## config.mk

```make
export PLATFORM = sky130hd
export DESIGN_NAME = edge_pulse_gen
export DESIGN_NICKNAME = d
export VERILOG_FILES = /design/src/rtl/edge_pulse_pkg.sv /design/src/rtl/edge_pulse_ch.sv /design/src/rtl/edge_pulse_gen.sv
export SDC_FILE = /design/constraint.sdc
export NUM_CORES = 1
export LEC_CHECK = 0
export CAP_MARGIN = 20
export CORE_UTILIZATION = 37
export DETAILED_ROUTE_END_ITERATION = 10
export GPL_TIMING_DRIVEN = 0
export PLACE_DENSITY = 0.56
export SLEW_MARGIN = 20
export SYNTH_ARGS = -nofsm -noshare
export SYNTH_HDL_FRONTEND = slang
export SYNTH_SLANG_ARGS = --single-unit
```

## constraint.sdc

```tcl
create_clock -name clk -period 1.92 [get_ports clk]
set_clock_uncertainty 0.1 [all_clocks]
set_input_delay 0.288 -clock clk [delete_from_list [all_inputs] [get_ports clk]]
set_output_delay 0.288 -clock clk [all_outputs]
set_load 0.03 [all_outputs]
```

## src/rtl/edge_pulse_pkg.sv

```systemverilog
// Shared edge-mode encodings and elaboration-time helpers for the edge pulse generator.
// No datapath; referenced only at elaboration and inside combinational qualify logic.
package edge_pulse_pkg;

  localparam logic [1:0] EDGE_NONE = 2'b00;
  localparam logic [1:0] EDGE_RISE = 2'b01;
  localparam logic [1:0] EDGE_FALL = 2'b10;
  localparam logic [1:0] EDGE_BOTH = 2'b11;

  function automatic int clog2(input int value);
    int result;
    result = 0;
    for (int v = value - 1; v > 0; v = v >> 1) result++;
    return result;
  endfunction

  function automatic int max_int(input int a, input int b);
    return (a > b) ? a : b;
  endfunction

  // Called only when the filtered level is about to flip, so new_lvl alone tells rise from fall.
  function automatic logic edge_qual(input logic [1:0] mode, input logic new_lvl);
    if (new_lvl) return (mode == EDGE_RISE) || (mode == EDGE_BOTH);
    else         return (mode == EDGE_FALL) || (mode == EDGE_BOTH);
  endfunction

endpackage

```

## src/rtl/edge_pulse_ch.sv

```systemverilog
// One channel: synchroniser -> glitch filter -> edge qualify -> pulse stretcher.
// Latency SYNC_STAGES+FILT_CYCLES-1 edges from stable input to level/pulse; no backpressure, enable=0 drops edges.
module edge_pulse_ch
  import edge_pulse_pkg::*;
#(
  parameter int SYNC_STAGES = 2,
  parameter int FILT_CYCLES = 4,
  parameter int PULSE_LEN   = 1
) (
  input  logic       clk,
  input  logic       rst_n,
  input  logic       sig_in,
  input  logic [1:0] edge_mode,
  input  logic       enable,
  output logic       level_out,
  output logic       pulse_out
);

  localparam int CNT_W = clog2(max_int(FILT_CYCLES, PULSE_LEN) + 1);
  localparam logic [CNT_W-1:0] FILT_LAST  = CNT_W'(FILT_CYCLES - 1);
  localparam logic [CNT_W-1:0] PULSE_LAST = CNT_W'(PULSE_LEN - 1);

  logic [SYNC_STAGES-1:0] sync_q, sync_d;
  logic [CNT_W-1:0]       filt_cnt_q, filt_cnt_d;
  logic [CNT_W-1:0]       str_cnt_q, str_cnt_d;
  logic                   level_q, level_d;
  logic                   pulse_q, pulse_d;
  logic                   sync_lvl;
  logic                   edge_hit;

  assign sync_lvl = sync_q[SYNC_STAGES-1];

  always_comb begin
    sync_d     = {sync_q[SYNC_STAGES-2:0], sig_in};
    level_d    = level_q;
    filt_cnt_d = '0;
    edge_hit   = 1'b0;
    if (sync_lvl != level_q) begin
      if (filt_cnt_q == FILT_LAST) begin
        level_d  = sync_lvl;
        edge_hit = edge_qual(edge_mode, sync_lvl);
      end else begin
        filt_cnt_d = filt_cnt_q + CNT_W'(1);
      end
    end

    pulse_d   = pulse_q;
    str_cnt_d = str_cnt_q;
    if (!enable) begin
      pulse_d   = 1'b0;
      str_cnt_d = '0;
    end else if (edge_hit) begin
      // A retrigger reloads the counter, so an active pulse is extended without a gap.
      pulse_d   = 1'b1;
      str_cnt_d = PULSE_LAST;
    end else if (pulse_q) begin
      if (str_cnt_q == '0) pulse_d = 1'b0;
      else                 str_cnt_d = str_cnt_q - CNT_W'(1);
    end
  end

  always_ff @(posedge clk or negedge rst_n) begin
    if (!rst_n) begin
      sync_q     <= '0;
      filt_cnt_q <= '0;
      str_cnt_q  <= '0;
      level_q    <= 1'b0;
      pulse_q    <= 1'b0;
    end else begin
      sync_q     <= sync_d;
      filt_cnt_q <= filt_cnt_d;
      str_cnt_q  <= str_cnt_d;
      level_q    <= level_d;
      pulse_q    <= pulse_d;
    end
  end

  assign level_out = level_q;
  assign pulse_out = pulse_q;

endmodule

```

## src/rtl/edge_pulse_gen.sv

```systemverilog
// Multi-channel edge-to-pulse generator: independent filtered, stretched strobes per async input.
// Latency SYNC_STAGES+FILT_CYCLES-1 edges; no backpressure, busy is the OR of registered pulses.
module edge_pulse_gen
  import edge_pulse_pkg::*;
#(
  parameter int CH_NUM      = 4,
  parameter int SYNC_STAGES = 2,
  parameter int FILT_CYCLES = 4,
  parameter int PULSE_LEN   = 1
) (
  input  logic              clk,
  input  logic              rst_n,
  input  logic [CH_NUM-1:0] sig_in,
  input  logic [1:0]        edge_mode,
  input  logic              enable,
  output logic [CH_NUM-1:0] level_out,
  output logic [CH_NUM-1:0] pulse_out,
  output logic              busy
);

  for (genvar i = 0; i < CH_NUM; i++) begin : g_ch
    edge_pulse_ch #(
      .SYNC_STAGES (SYNC_STAGES),
      .FILT_CYCLES (FILT_CYCLES),
      .PULSE_LEN   (PULSE_LEN)
    ) u_ch (
      .clk       (clk),
      .rst_n     (rst_n),
      .sig_in    (sig_in[i]),
      .edge_mode (edge_mode),
      .enable    (enable),
      .level_out (level_out[i]),
      .pulse_out (pulse_out[i])
    );
  end

  assign busy = |pulse_out;

endmodule

```

After elaboration in Yosys (flattened, before gate mapping)
Cells that the tools add are included.
W data, S select, Z words.
{"block": "classes", "reduce_logical": 15, "eq_ne": 19, "n_mux": 52, "addsub": 8}
{"cell": "$mux W3", "n": 24}
{"cell": "$mux W1", "n": 28}
{"cell": "$reduce_and A2 Y1", "n": 8}
{"cell": "$add A3 B1 Y3 const B", "n": 4}
{"cell": "$eq A3 B2 Y1 const B", "n": 4}
{"cell": "$logic_not A3 Y1", "n": 4}
{"cell": "$ne A3 B1 Y1 const B", "n": 4}
{"cell": "$ne A3 B2 Y1 const B", "n": 4}
{"cell": "$sub A3 B1 Y3 const B", "n": 4}
{"cell": "$eq A2 B2 Y1 const B", "n": 2}
{"cell": "$ne A1 B1 Y1", "n": 4}
{"cell": "$reduce_or A4 Y1", "n": 1}
{"cell": "$eq A2 B1 Y1 const B", "n": 1}
{"cell": "$logic_or A1 B1 Y1", "n": 2}
{"block": "word_totals", "out_inout_bits": 9, "register_bits": 40, "word_cells": 114, "input_bits": 9}

Logic depth before layout (Yosys ltp)
{"block": "logic_depth", "ltp_word": 7, "depth_mapped": 5, "ltp_nobuf": 5}

Cells and area by module
A second synthesis with hierarchy kept.
{"block": "hier_totals", "cells_unflattened": 153, "area_unflattened_um2": 1979.4}
{"module": "edge_pulse_ch", "seq_area_each_um2": 250.2, "area_each_um2": 493.0, "cells_per_inst": 38, "instances": 4}
{"module": "edge_pulse_gen", "seq_area_each_um2": 0.0, "area_each_um2": 7.5, "cells_per_inst": 1, "instances": 1}

Worst setup path after synthesis
No wires, ideal clock.
{"block": "synth_timing", "kind": "reg2out", "start": "register g_ch[0].u_ch.pulse_q", "end": "output busy", "t_required_ns": 1.532, "slack_ns": 0.430, "arrival_ns": 1.102, "path_stages_with_launch": 2, "n_path_buf": 0, "cell_sequence": "dfrtp_1 > or4_1"}
{"block": "synth_between", "elab_chain_cells": 1}
{"item": "start: declaration", "line_no": "edge_pulse_ch.sv:27", "source": "logic pulse_q, pulse_d;"}
{"item": "start signal: assignment", "line_no": "edge_pulse_ch.sv:74", "source": "pulse_q <= pulse_d;"}
{"item": "$reduce_or A4 Y1", "line_no": "edge_pulse_gen.sv:37", "source": "assign busy = |pulse_out;"}
{"item": "end: declaration", "line_no": "edge_pulse_gen.sv:18", "source": "output logic busy"}
No other way between the ends.

Final worst setup path
Ends and elaborated chain as after synthesis.

==> results.txt <==
The flow ran to the end, and the final reports show no timing, DRC or antenna violations. The H-tree depth is 2. The finished cells cover 2310 µm². The average instance in the mapped netlist occupies 12.1 µm². The minimum setup slack after placement is -0.0379 ns. The required time reported for the critical path endpoint is 1.53 ns. The repair_antennas step left the layout with diodes totalling 0.

After routing, the total negative slack on setup checks comes to 0 ns. In this run the critical register-to-register path is captured at g_ch[2].u_ch.str_cnt_q[0]. The type of destination of the critical path is a primary output. The die extent in y is 74.2 µm. Setup violations remaining at the end of the flow were counted as 0. Yosys attributes the largest share of cell area to dfrtp_1 52%, ha_1 7.8%, buf_4 3.1%, nand3b_1 3.1%, nor3b_1 3.1%. The fill cell instance count of the final layout came out at 481. The number of synthesized register bits came out at 40. The insertion delay of the later-clocked pin in the worst-skew pair came out at 0.29 ns. The initial antenna violation count is 0. For this run, global-route usage on met3 was measured as 0.0325. The worst setup path is launched from a register. The capturing element of the worst setup path is busy.

The total DRC errors in the routed layout is 0. The cell row count came out at 25. For met2 alone, demand over resource in global routing was 0.223. The congestion estimate from routability-driven global placement came to 0.683. After clock tree synthesis, the clock-pin slew on the worst setup and hold paths is 0.07 ns.

The critical path class is register to primary output. The slew at the pin closest to its max-slew limit came out at 0.416 ns. The final wirelength came out at 3190 µm.

After the first detailed-routing iteration, the DRC count stood at 33. The power density over the cells came out at 957 nW/µm². The count of buffers inserted at the top-level ports came out at 17.

The worst hold-check path type is register to register. The worst relative slew slack is 0.723. On the critical path the largest part of the delay comes from simple AND/OR/NAND/NOR gates. The gate count of the mapped netlist came out at 159. The achievable frequency is 545 MHz.

The library cell with the largest summed area after synthesis is dfrtp_1. The analysis attributes to cell leakage a power of 0.00106 µW. The area of the core came out at 4880 µm². 18 I/O pins were placed. The average detailed-routed wire length per instance is 12.6 µm. The instance area after placement is 2200 µm². The number of maximum-capacitance constraint violations came out at 0. The layout overhead on the synthesized area is 19.9%. Traced cell by cell, the critical path runs through or4_1 -> buf_2. The clock tree root driver cell is clkbuf_8.

The placed wire-length estimate is 2360 µm. The count of endpoints failing hold in the final timing report is 0. Of all nets on the critical path, the largest fanout is 8. The share of Yosys cell area claimed by the top area cell type came out at 0.519. In this run the critical register-to-register path is launched from g_ch[2].u_ch.str_cnt_q[0].

The maximum count of clock buffers along a single path is 2. The sequential cell area fraction in the yosys report came out at 0.519. The smallest setup slack after layout came out at 0.0867 ns.

The count of synthesis-stage warnings from yosys came out at 0. The first global-routing pass estimated 5750 µm of wire. The cell depth of the worst flop-to-flop path came out at 5.

In this design, the stage delay of the slowest critical-path cell is 0.51 ns. IR analysis of the VDD net gives a maximum drop of 512 µV. The share of the clock period used by the worst path after layout is 0.955.

The clock sink count came out at 40. The via count of the first global-routing pass is 1311. The sum of buffers and inverters on the critical path is 1. Setup repair after global routing left no endpoint under its margin.

The horizontal die dimension came out at 74.2 µm. The startpoint of the most critical setup path is g_ch[0].u_ch.pulse_out. The total die area came out at 5500 µm².

In the final layout, flip-flops and latches occupy 1000 µm². Entering global routing, the biggest net connects 30 pins. The first TritonRoute pass finished after 5 iterations. Across every metal layer, demand over resource in global routing totals 0.141. The worst hold path cell count is 0. The total count of max-transition violations in the final report is 0. The number of CTS-inserted buffers came out at 5. The most used routing layer in global routing is met2. The total congestion overflow after global routing is 0.

Once detail routing completed, the nets flagged for antenna violations numbered 0. The arrival time at the worst endpoint is 1.45 ns. The starting density of the core is 0.395. The via density per instance came out at 4.86. In the final layout, the share of cells above drive strength 1 is 0.204. The number of stages on the worst setup path is 2. The area of the mapped netlist is 1930 µm². The net total in the final layout came out at 206.

The multi-input combinational cells in the finished layout cover a total of 821 µm². The critical-path cell with the highest stage delay is or4_1. The setup slack of the most critical reg-to-reg path is 0.39 ns. The total vias in the final route is 1230. For this run, global-route usage on met1 was measured as 0.173.

The netlist uses 31 different library cells. The synthesized netlist net count came out at 180. The time the final worst path needs with I/O delays and setup is 1.83 ns. At the end of the flow the core is filled with cells to 0.474. The CTS tree is done.
-- flip-flops by register name (all words and copies together) (netlist names) --
register              flops
g_ch.u_ch.filt_cnt_q     12
g_ch.u_ch.level_out       4
g_ch.u_ch.pulse_out       4
g_ch.u_ch.str_cnt_q      12
g_ch.u_ch.sync_q          8
-- logic make-up after synthesis --
family          after synthesis  synth area share
buf+inv                      20            0.0552
xor+xnor                      4            0.0182
fa+ha+maj                    12            0.0779
flops                        40             0.519
simple gates                 51             0.181
compound gates               28             0.125
mux                           4            0.0234
-- power breakdown --
part / switching (µW) / internal (µW)
sequential: 97.3 / 963
clock: 282 / 287
combinational: 276 / 308
-- routing by layer --
metal / vias up / wire length, µm
met5: - / 0
met4: 0 / 73
met3: 8 / 92
met2: 18 / 1550
met1: 602 / 1480
li1: 602 / -
-- through the flow --
step | std cells | power [µW] | hold WS (ns)
floorplan | 159 | 1480 | -0.108
detailed placement | 244 | 1680 | 0.0917
finish | 253 | 2210 | 0.250
global route | 253 | 2360 | 0.259
global placement | 243 | 1650 | 0.232
CTS | 253 | 2260 | 0.252
-- Yosys cell counts, drive strengths merged --
library cell  number
a21oi              3
nor2               6
nor3               7
o21ai              4
nor4bb             4
buf                9
a21boi             7
inv               11
or4                1
dfrtp             40
nor3b              8
nand3b             8
and2               2
a21o               2
mux2               4
o21a               4
nor2b              6
or3                4
a2111oi            2
ha                12
nand3              2
nand2b             3
xnor2              4
a211oi             6
-- placed cells by master, fill, tap and decap left out, types with 4 or more instances in the layout --
cell type | Yosys | routed
dlymetal6s2s_1 | 0 | 7
ha_1 | 12 | 12
inv_1 | 9 | 9
clkbuf_8 | 0 | 6
a21boi_0 | 4 | 4
clkdlybuf4s50_1 | 0 | 7
nor3_1 | 7 | 7
or3_1 | 4 | 4
nor3b_1 | 8 | 8
o21a_1 | 4 | 4
nor2b_1 | 4 | 4
o21ai_0 | 4 | 4
nand3b_1 | 8 | 8
mux2_2 | 4 | 4
a211oi_1 | 4 | 4
xnor2_1 | 4 | 4
buf_4 | 8 | 8
nor2_1 | 6 | 6
dfrtp_1 | 40 | 39
nor4bb_1 | 4 | 4
-- final cells by class --
type / instances / share of cell area
clock buffers: 6 / 0.0357
clock inverters: 2 / 0.00433
flip-flops and latches: 40 / 0.433
repair buffers: 19 / 0.0893
well taps: 67 / 0.0363
plain buffers: 9 / 0.0281
multi-input cells: 99 / 0.355
inverters: 11 / 0.0179
-- repair_timing --
| action | 4_1_cts | 5_1_grt |
|---|---|---|
| buffers inserted | 0 | 0 |
| gates resized for setup | 7 | 7 |
| endpoints found under the hold margin | 11 | 0 |
| endpoints found under the setup margin | 3 | 7 |
| hold buffers | 1 | 0 |
-- how the worst min path moves through the flow --
stage	slack, ns	start	to
6_report	0.25	g_ch[3].u_ch.sync_q[0]	g_ch[3].u_ch.sync_q[1]
5_1_grt	0.26	g_ch[3].u_ch.sync_q[0]	g_ch[3].u_ch.sync_q[1]
4_1_cts	0.25	g_ch[2].u_ch.sync_q[0]	g_ch[2].u_ch.sync_q[1]
3_5_place_dp	0.09	rst_n	g_ch[1].u_ch.str_cnt_q[1]
3_3_place_gp	0.23	g_ch[2].u_ch.sync_q[0]	g_ch[2].u_ch.sync_q[1]
2_1_floorplan	-0.11	rst_n	g_ch[0].u_ch.filt_cnt_q[0]
No activity file was read; power rests on OpenSTA's default activity.
